**src/rtl/river_crossing_if.sv**
```systemverilog
// Command/status bundle between the board controls and the crossing controller.
// Latency: none, wires only.
// Backpressure: cmd_valid is taken only while cmd_ready is high; other requests are single-cycle pulses.
interface river_crossing_if;
    logic       start;
    logic       step;
    logic       cmd_valid;
    logic [1:0] cmd;
    logic       cmd_ready;
    logic       pos_f;
    logic       pos_c;
    logic       pos_g;
    logic       pos_w;
    logic [3:0] moves;
    logic       busy;
    logic       done;
    logic       fail;
    logic       err;
    logic       alarm;

    // Board side: drives requests and observes the bank state.
    modport master (
        output start, step, cmd_valid, cmd,
        input  cmd_ready, pos_f, pos_c, pos_g, pos_w, moves, busy, done, fail, err, alarm
    );

    // Controller side.
    modport slave (
        input  start, step, cmd_valid, cmd,
        output cmd_ready, pos_f, pos_c, pos_g, pos_w, moves, busy, done, fail, err, alarm
    );
endinterface

```
**src/rtl/river_crossing_ctrl.sv**
```systemverilog
// Farmer/wolf/goat/cabbage crossing controller: manual moves or a stepped 7-move auto-solve.
// Latency: an accepted cmd or step updates positions, moves and state one cycle later.
// Backpressure: cmd_ready is high only in IDLE; commands outside IDLE are dropped, illegal ones pulse err.
module river_crossing_ctrl (
    input  logic              clk,
    input  logic              rst,
    river_crossing_if.slave   bus
);
    typedef enum logic [1:0] {
        S_IDLE = 2'd0,
        S_AUTO = 2'd1,
        S_DONE = 2'd2,
        S_FAIL = 2'd3
    } state_t;

    state_t     state;
    logic       pos_f, pos_c, pos_g, pos_w;
    logic [3:0] moves;
    logic [2:0] idx;
    logic       err;

    // Solution order: G, alone, C, G, W, alone, G (encoded like manual commands).
    function automatic logic [1:0] sol_move(input logic [2:0] i);
        case (i)
            3'd0:    sol_move = 2'b10;
            3'd1:    sol_move = 2'b00;
            3'd2:    sol_move = 2'b01;
            3'd3:    sol_move = 2'b10;
            3'd4:    sol_move = 2'b11;
            3'd5:    sol_move = 2'b00;
            default: sol_move = 2'b10;
        endcase
    endfunction

    logic [1:0] mv;
    logic       mv_legal;
    logic       nf, nc, ng, nw;
    logic       n_alarm, n_all;
    logic [3:0] moves_inc;

    // Candidate move (auto ROM in AUTO, manual command otherwise) and its resulting banks.
    always_comb begin
        mv = (state == S_AUTO) ? sol_move(idx) : bus.cmd;
        case (mv)
            2'b01:   mv_legal = (pos_c == pos_f);
            2'b10:   mv_legal = (pos_g == pos_f);
            2'b11:   mv_legal = (pos_w == pos_f);
            default: mv_legal = 1'b1;
        endcase
        nf        = ~pos_f;
        nc        = (mv == 2'b01) ? ~pos_c : pos_c;
        ng        = (mv == 2'b10) ? ~pos_g : pos_g;
        nw        = (mv == 2'b11) ? ~pos_w : pos_w;
        n_alarm   = (ng != nf) & ((nc != nf) | (nw != nf));
        n_all     = nf & nc & ng & nw;
        moves_inc = (moves == 4'd15) ? 4'd15 : moves + 4'd1;
    end

    // Single FSM: state, banks, move counter, solution index and the err pulse.
    always_ff @(posedge clk) begin
        if (rst) begin
            state <= S_IDLE;
            pos_f <= 1'b0;
            pos_c <= 1'b0;
            pos_g <= 1'b0;
            pos_w <= 1'b0;
            moves <= 4'd0;
            idx   <= 3'd0;
            err   <= 1'b0;
        end else begin
            err <= 1'b0;
            if (bus.start) begin
                // start wins over any step or command in every state.
                state <= S_AUTO;
                pos_f <= 1'b0;
                pos_c <= 1'b0;
                pos_g <= 1'b0;
                pos_w <= 1'b0;
                moves <= 4'd0;
                idx   <= 3'd0;
            end else begin
                case (state)
                    S_IDLE: begin
                        if (bus.cmd_valid) begin
                            if (mv_legal) begin
                                pos_f <= nf;
                                pos_c <= nc;
                                pos_g <= ng;
                                pos_w <= nw;
                                moves <= moves_inc;
                                if (n_alarm)    state <= S_FAIL;
                                else if (n_all) state <= S_DONE;
                            end else begin
                                err <= 1'b1;
                            end
                        end
                    end
                    S_AUTO: begin
                        if (bus.step) begin
                            pos_f <= nf;
                            pos_c <= nc;
                            pos_g <= ng;
                            pos_w <= nw;
                            moves <= moves_inc;
                            idx   <= idx + 3'd1;
                            if (n_alarm)    state <= S_FAIL;
                            else if (n_all) state <= S_DONE;
                        end
                    end
                    default: ; // DONE/FAIL hold until start or rst
                endcase
            end
        end
    end

    assign bus.pos_f     = pos_f;
    assign bus.pos_c     = pos_c;
    assign bus.pos_g     = pos_g;
    assign bus.pos_w     = pos_w;
    assign bus.moves     = moves;
    assign bus.err       = err;
    assign bus.cmd_ready = (state == S_IDLE);
    assign bus.busy      = (state == S_AUTO);
    assign bus.done      = (state == S_DONE);
    assign bus.fail      = (state == S_FAIL);
    assign bus.alarm     = (pos_g != pos_f) & ((pos_c != pos_f) | (pos_w != pos_f));
endmodule

```
**src/flat_wrapper.sv**
```systemverilog
// flat-port wrapper written by rule: the top's interface ports become plain ports
module river_crossing_ctrl_flat 
  (clk, rst, bus_start, bus_step, bus_cmd_valid, bus_cmd, bus_cmd_ready, bus_pos_f, bus_pos_c, bus_pos_g, bus_pos_w, bus_moves, bus_busy, bus_done, bus_fail, bus_err, bus_alarm);
  river_crossing_if bus_i ();
  input  logic clk;
  input  logic rst;
  input wire logic [$bits(bus_i.start)-1:0] bus_start;
  input wire logic [$bits(bus_i.step)-1:0] bus_step;
  input wire logic [$bits(bus_i.cmd_valid)-1:0] bus_cmd_valid;
  input wire logic [$bits(bus_i.cmd)-1:0] bus_cmd;
  output wire logic [$bits(bus_i.cmd_ready)-1:0] bus_cmd_ready;
  output wire logic [$bits(bus_i.pos_f)-1:0] bus_pos_f;
  output wire logic [$bits(bus_i.pos_c)-1:0] bus_pos_c;
  output wire logic [$bits(bus_i.pos_g)-1:0] bus_pos_g;
  output wire logic [$bits(bus_i.pos_w)-1:0] bus_pos_w;
  output wire logic [$bits(bus_i.moves)-1:0] bus_moves;
  output wire logic [$bits(bus_i.busy)-1:0] bus_busy;
  output wire logic [$bits(bus_i.done)-1:0] bus_done;
  output wire logic [$bits(bus_i.fail)-1:0] bus_fail;
  output wire logic [$bits(bus_i.err)-1:0] bus_err;
  output wire logic [$bits(bus_i.alarm)-1:0] bus_alarm;
  assign bus_i.start = bus_start;
  assign bus_i.step = bus_step;
  assign bus_i.cmd_valid = bus_cmd_valid;
  assign bus_i.cmd = bus_cmd;
  assign bus_cmd_ready = bus_i.cmd_ready;
  assign bus_pos_f = bus_i.pos_f;
  assign bus_pos_c = bus_i.pos_c;
  assign bus_pos_g = bus_i.pos_g;
  assign bus_pos_w = bus_i.pos_w;
  assign bus_moves = bus_i.moves;
  assign bus_busy = bus_i.busy;
  assign bus_done = bus_i.done;
  assign bus_fail = bus_i.fail;
  assign bus_err = bus_i.err;
  assign bus_alarm = bus_i.alarm;
  river_crossing_ctrl u_core (.clk(clk), .rst(rst), .bus(bus_i));
endmodule
```
**config.mk**
```make
export PLATFORM = sky130hd
export DESIGN_NAME = river_crossing_ctrl_flat
export DESIGN_NICKNAME = d
export VERILOG_FILES = /design/src/rtl/river_crossing_if.sv /design/src/rtl/river_crossing_ctrl.sv /design/src/flat_wrapper.sv
export SDC_FILE = /design/constraint.sdc
export NUM_CORES = 1
export LEC_CHECK = 0
export ABC_CLOCK_PERIOD_IN_PS = 5400
export CORE_MARGIN = 2
export CORE_UTILIZATION = 50
export CTS_CLUSTER_SIZE = 12
export DETAILED_ROUTE_END_ITERATION = 8
export PLACE_DENSITY_LB_ADDON = 0.3
export SLEW_MARGIN = 15
export SYNTH_ARGS = -nofsm -noshare
export SYNTH_HDL_FRONTEND = slang
export SYNTH_SLANG_ARGS = --single-unit
```
**constraint.sdc**
```tcl
create_clock -name clk -period 5.4 [get_ports clk]
set_input_delay 0.54 -clock clk [delete_from_list [all_inputs] [get_ports clk]]
set_output_delay 0.54 -clock clk [all_outputs]
set_load 0.005 [all_outputs]
```
==> results.ini, run 1 <==
[setup_path]
crit_fanout=10
worstSetupEndpointType=flip-flop
start_kind=flip-flop
reg2reg_depth=11
crit_type=reg2reg
cp.arrival_ns=2.99
r2r_end=u_core.bus.moves[0]$_SDFFE_PP0P_
regToRegStartpoint=u_core.idx[0]$_SDFFE_PP0P_
r2r_slack_ns=2.59
cp.required_ns=5.58

[final_layout]
fin_nets=149
fin_cells=157
postLayoutCellArea_sq_um=1170
drive_gt1_frac=0.114
areaGrowthSynthToFinish_pct=26.7
antenna_cells=0
utilization=0.678

[clock_tree]
numCtsBuffers=3
ctsHoldBuffers=0
clk_latency_ns=0.29
numClockSinks=14
cts_resized=0
htree_levels=1
cts_tree=built
clk_pin_slew_worst_paths_ns=0.09
ctsLongestPathBuffers=2
cts_root_buffer=clkbuf_4
cts_setup_buffers=0

[place]
dp_slack_ns=2.51
gp_congestion=0.804
hpwl_microns=1680
portBuffers=20
place_inst=154
postPlaceCellArea_sq_um=1150

[timing]
period_share=0.520
slew_violations=0
timing.hold.ws_ns=0.514
min_period_ns=2.81
worst_pin_slew_ns=0.521
setup_tns_ns=0
fin_ws_ns=2.59
slew_headroom=0.651
fmax_ghz=0.356
setup_viol=0
fin_worst_skew_ns=0.00564
rsz0062_at_grt=false
hold_viol=0

[route]
vias=913
wl_microns=2230
final_antenna_net_count=0
drcViolationCount=0
viasPerCell=5.82
post_drt_wl_per_cell_microns=14.2
dr.pass1.iters=4
drt_iter0_markers=14

[die]
core_sq_um=1730
start_util=0.535
die_h_microns=47.0
dieArea_sq_um=2210
ioPinCount=21
num_rows=15
die_w_microns=47.0

[grt]
grt_pass1_vias=820
grt.busiest_layer=met2
grt_util_met2=0.364
met3_usage=0.0577
antenna_found_initial=0
grt_usage=0.242
grt_overflow=0
met1_usage=0.325
grt_pass1_wl_microns=3650
grt_max_degree=12

[min_path]
holdPathStages=2
hold_path_class=reg2reg
hp-start=u_core.idx[1]$_SDFFE_PP0P_
hold_end=u_core.idx[1]$_SDFFE_PP0P_

[power]
p_int_mw=0.184
clockPowerShare=0.215
p_sw_mw=0.0973
swShare=0.346
peakVddDrop_v=0.000146
power_density_nw_per_um2=241
p_leak_nw=0.433
power_mw=0.281
p_seq_frac=0.421
combPwrFrac=0.365

[synthesis]
avgSynthCellArea_sq_um=8.32
dominantRegCellSynth=dfxtp_1
netlist_instances=111
synth_top_area_cell=dfxtp_1
synth-async-reset-ratio=0
ys_top_cells_by_area=dfxtp_1 (30%), ha_1 (11%), nand2_1 (4.5%)
yosys_warnings=0
synth_common_cells=dfxtp_1 (14), nand2_1 (11), nor2_1 (11)
ys_seq_area_frac=0.304
syn_area_sq_um=923
yosysMostFrequentCell=dfxtp_1
synth_seq_cells=14
synth_edf_count=0
syn-num-nets=126
synth.top_cell.area_share=0.304
netlist-cell-type-count=37

[job]
cap_violations=0

[status]
status=complete, no violations

worst max path at each step:
stage | end | start | cells past startpoint | slack [ns]
after CTS | u_core.bus.moves[0]$_SDFFE_PP0P_ | u_core.idx[0]$_SDFFE_PP0P_ | 11 | 2.62
final | u_core.bus.moves[0]$_SDFFE_PP0P_ | u_core.idx[0]$_SDFFE_PP0P_ | 11 | 2.59
after floorplan | u_core.bus.moves[0]$_SDFFE_PP0P_ | u_core.idx[0]$_SDFFE_PP0P_ | 11 | 2.90
after global routing | u_core.bus.moves[0]$_SDFFE_PP0P_ | u_core.idx[0]$_SDFFE_PP0P_ | 11 | 2.41
after global placement | u_core.bus.moves[0]$_SDFFE_PP0P_ | bus_cmd[0] | 10 | 2.59
after detailed placement | u_core.bus.moves[0]$_SDFFE_PP0P_ | bus_cmd[0] | 10 | 2.51
registers in the layout (all words and copies together) (netlist names):
signal	flops
u_core.idx	3
u_core.state	2
u_core.bus.pos_f	1
u_core.bus.pos_w	1
u_core.bus.moves	4
u_core.bus.pos_c	1
u_core.bus.err	1
u_core.bus.pos_g	1
metal layers:
metal | routed length, microns | vias up
li1 | - | 454
met1 | 1020 | 426
met2 | 1060 | 26
met3 | 103 | 7
met4 | 52 | 0
met5 | 0 | -
placed cells by master (no fill, tap or decap), types with 3 or more instances in the layout:
cell	count
a21oi_1	8
a31oi_1	4
clkbuf_4	3
clkdlybuf4s50_1	20
dfxtp_1	14
ha_1	8
inv_1	4
nand2_1	11
nand3_1	8
nor2_1	11
o211ai_1	3
o21ai_0	5
power by group through the flow:
stage               sequential (mW)  combinational [mW]  clock [mW]
CTS                           0.118               0.102      0.0625
global route                  0.120               0.113      0.0671
global placement              0.120              0.0979           0
finish                        0.118               0.103      0.0604
detailed placement            0.121               0.101           0
floorplan                     0.119              0.0662           0
cell type report:
class | count | area [sq um]
Timing Repair Buffer | 20 | 200
Multi-Input combinational cell | 91 | 621
Fill cell | 154 | 557
Sequential cell | 14 | 280
Tap cell | 25 | 31.3
Inverter | 4 | 15.0
Clock buffer | 3 | 22.5
cells by family after synthesis:
group / count (synthesis) / share of synthesized area
flip-flops: 14 / 0.304
AO/OA/AOI/OAI: 29 / 0.213
buffers and inverters: 6 / 0.0244
adder cells (fa/ha/maj): 8 / 0.108
AND/OR/NAND/NOR: 47 / 0.274
XOR/XNOR: 3 / 0.0285
multiplexers: 4 / 0.0488
worst max-delay path, cell delays in order (launching register included):
cell and delay (ns):
dfxtp_1 0.37, inv_1 0.10, ha_1 0.23, nand2b_4 0.15
a211o_1 0.33, and3_2 0.21, ha_1 0.17, nor2_1 0.11
a32oi_2 0.15, mux2i_2 0.46, nor2_1 0.14, o221a_2 0.29
No activity file was read; power rests on OpenSTA's default activity.
==> run 2, diff against run 1 <==
Settings changed: ABC_CLOCK_PERIOD_IN_PS 5400 to 2700, CORE_UTILIZATION 50 to 49.
Clock period 5.4 ns to 2.7 ns, I/O delays scaled along.
==> run 2 against run 1 <==
Compared with the run above: setup slack got worse by 2.5 ns; count of clock-buffer cells in the layout rose by 1; non-clock buffer count rose by 3; critical path type unchanged; largest power group unchanged.
==> results.ini, run 2 (synthesized netlist as in run 1, its figures left out) <==
[power]
power_mw=0.613
power_density_nw_per_um2=501
peakVddDrop_v=0.000414
p_leak_nw=0.458

[final_layout]
largest-register=u_core.bus.moves
fin_cells=161
layout_common_cells=clkdlybuf4s50_1 (20), dfxtp_1 (12), nand2_1 (11)
reg_top3=u_core.bus.moves: 4 flops, u_core.idx: 3 flops, u_core.state: 2 flops
fin_nets=152
mostFrequentLayoutCell=clkdlybuf4s50_1
nFillCells=150
drive_gt1_frac=0.169
antenna_cells=0
areaGrowthSynthToFinish_pct=32.5
largest_register_ffs=4

[grt]
grt_overflow=0
grt_pass1_vias=862
grt_pass1_wl_microns=3590
grt_usage=0.229
antenna_found_initial=0
grt_max_degree=12

[timing]
setup_tns_ns=0
period_share=0.971
fmax_ghz=0.381
slew_headroom=0.629
worst_pin_slew_ns=0.555
hold_viol=0
slew_violations=0
min_period_ns=2.62
timing.hold.ws_ns=0.521
fin_worst_skew_ns=0.00328
setup_viol=0

[setup_path]
reg2reg_depth=11
r2r_end=u_core.bus.pos_c$_SDFFE_PP0P_
crit_fanout=8
crit_type=reg2reg
start_kind=flip-flop
worstSetupEndpointType=flip-flop
crit_path_end=u_core.bus.pos_c$_SDFFE_PP0P_
r2r_slack_ns=0.08
regToRegStartpoint=u_core.idx[0]$_SDFFE_PP0P_
crit_start=u_core.idx[0]$_SDFFE_PP0P_
cp.arrival_ns=2.84
cp.required_ns=2.92

[clock_tree]
ctsLongestPathBuffers=2
clk_pin_slew_worst_paths_ns=0.09
htree_levels=1
numClockSinks=14
cts_root_buffer=clkbuf_4
clk_latency_ns=0.28
cts_tree=built
numCtsBuffers=3
ctsHoldBuffers=0

[die]
die_h_microns=47.4
core_sq_um=1750
dieArea_sq_um=2250
num_rows=15
start_util=0.529
die_w_microns=47.4
ioPinCount=21

[place]
gp_congestion=0.804
hpwl_microns=1680
place_inst=155
portBuffers=20

[route]
vias=926
drcViolationCount=0
final_antenna_net_count=0
dr.pass1.iters=4
drt_iter0_markers=14
viasPerCell=5.75
post_drt_wl_per_cell_microns=14.8
wl_microns=2380

[status]
status=complete, no violations

[min_path]
hold_path_class=reg2reg

[job]
cap_violations=0

[run 2: stage by stage]
step	setup WS, ns	util	area (sq um)
3_5_place_dp	-0.0217	0.662	1150
6_report	0.0786	0.701	1220
5_1_grt	-0.0434	0.701	1220
4_1_cts	-0.0163	0.682	1190
2_1_floorplan	0.199	-	923
3_3_place_gp	0.130	0.662	1150
[run 2: routing by layer]
metal / up-vias / part of all wire / GRT usage
li1: 454 / - / -
met1: 447 / 0.47 / 0.295
met2: 23 / 0.49 / 0.357
met3: 2 / 0.032 / 0.0415
met4: 0 / 0.0080 / 0.133
met5: - / 0 / 0
[run 2: worst max-delay path, cell delays in order, from the launching register on]
cell and delay [ns]:
dfxtp_2 0.36, inv_1 0.08, ha_1 0.22, nand2b_4 0.14, a211o_1 0.29, and3_2 0.21
ha_1 0.19, nor2_2 0.10, a32oi_2 0.15, mux2i_4 0.25, or4_4 0.43, a21oi_1 0.14
[run 2: worst min path at each step]
| stage | depth (start not counted) | start | slack [ns] | endpoint |
|---|---|---|---|---|
| floorplan | 1 | rst | 0.36 | u_core.state[0]$_SDFFE_PP0P_ |
| finish | 2 | u_core.idx[1]$_SDFFE_PP0P_ | 0.52 | u_core.idx[1]$_SDFFE_PP0P_ |
| global placement | 2 | u_core.idx[1]$_SDFFE_PP0P_ | 0.48 | u_core.idx[1]$_SDFFE_PP0P_ |
| global route | 2 | u_core.idx[1]$_SDFFE_PP0P_ | 0.53 | u_core.idx[1]$_SDFFE_PP0P_ |
| detailed placement | 2 | u_core.idx[1]$_SDFFE_PP0P_ | 0.50 | u_core.idx[1]$_SDFFE_PP0P_ |
| CTS | 2 | u_core.idx[1]$_SDFFE_PP0P_ | 0.51 | u_core.idx[1]$_SDFFE_PP0P_ |
[run 2: report_power, final]
group	switching, mW	total, mW	internal [mW]	leakage (nW)
clock network	0.0736	0.156	0.0819	0.0210
logic	0.114	0.220	0.106	0.322
registers	0.0184	0.237	0.219	0.115
total	0.206	0.613	0.406	0.458
[run 2: repair_timing]
item | in CTS | in global routing
hold endpoints to repair | 0 | 0
setup buffers | 0 | 2
resized for setup | 0 | 6
pin swaps | 0 | 2
endpoints found under the setup margin | 2 | 11
[run 2: final cells by class]
| class | count | area [sq um] | share of cell area |
|---|---|---|---|
| clock buffers | 4 | 36.3 | 0.0297 |
| inverters | 4 | 15.0 | 0.0123 |
| multi-input cells | 91 | 636 | 0.519 |
| flip-flops and latches | 14 | 283 | 0.231 |
| well taps | 25 | 31.3 | 0.0256 |
| repair buffers | 23 | 223 | 0.182 |
==> run 3, diff against run 2 <==
==> constraint.sdc (replaced) <==
create_clock -name clk -period 2.7 [get_ports clk]
set_input_delay 0.27 -clock clk [delete_from_list [all_inputs] [get_ports clk]]
set_output_delay 0.27 -clock clk [all_outputs]
set_load 0.01 [all_outputs]
==> results of run 3 <==
Same layout as run 2 (identical final DEF). Status: complete, no violations.
Main changes from that run: total power 0.613 mW -> 0.619 mW; worst IR drop on VDD 0.000414 V -> 0.000417 V
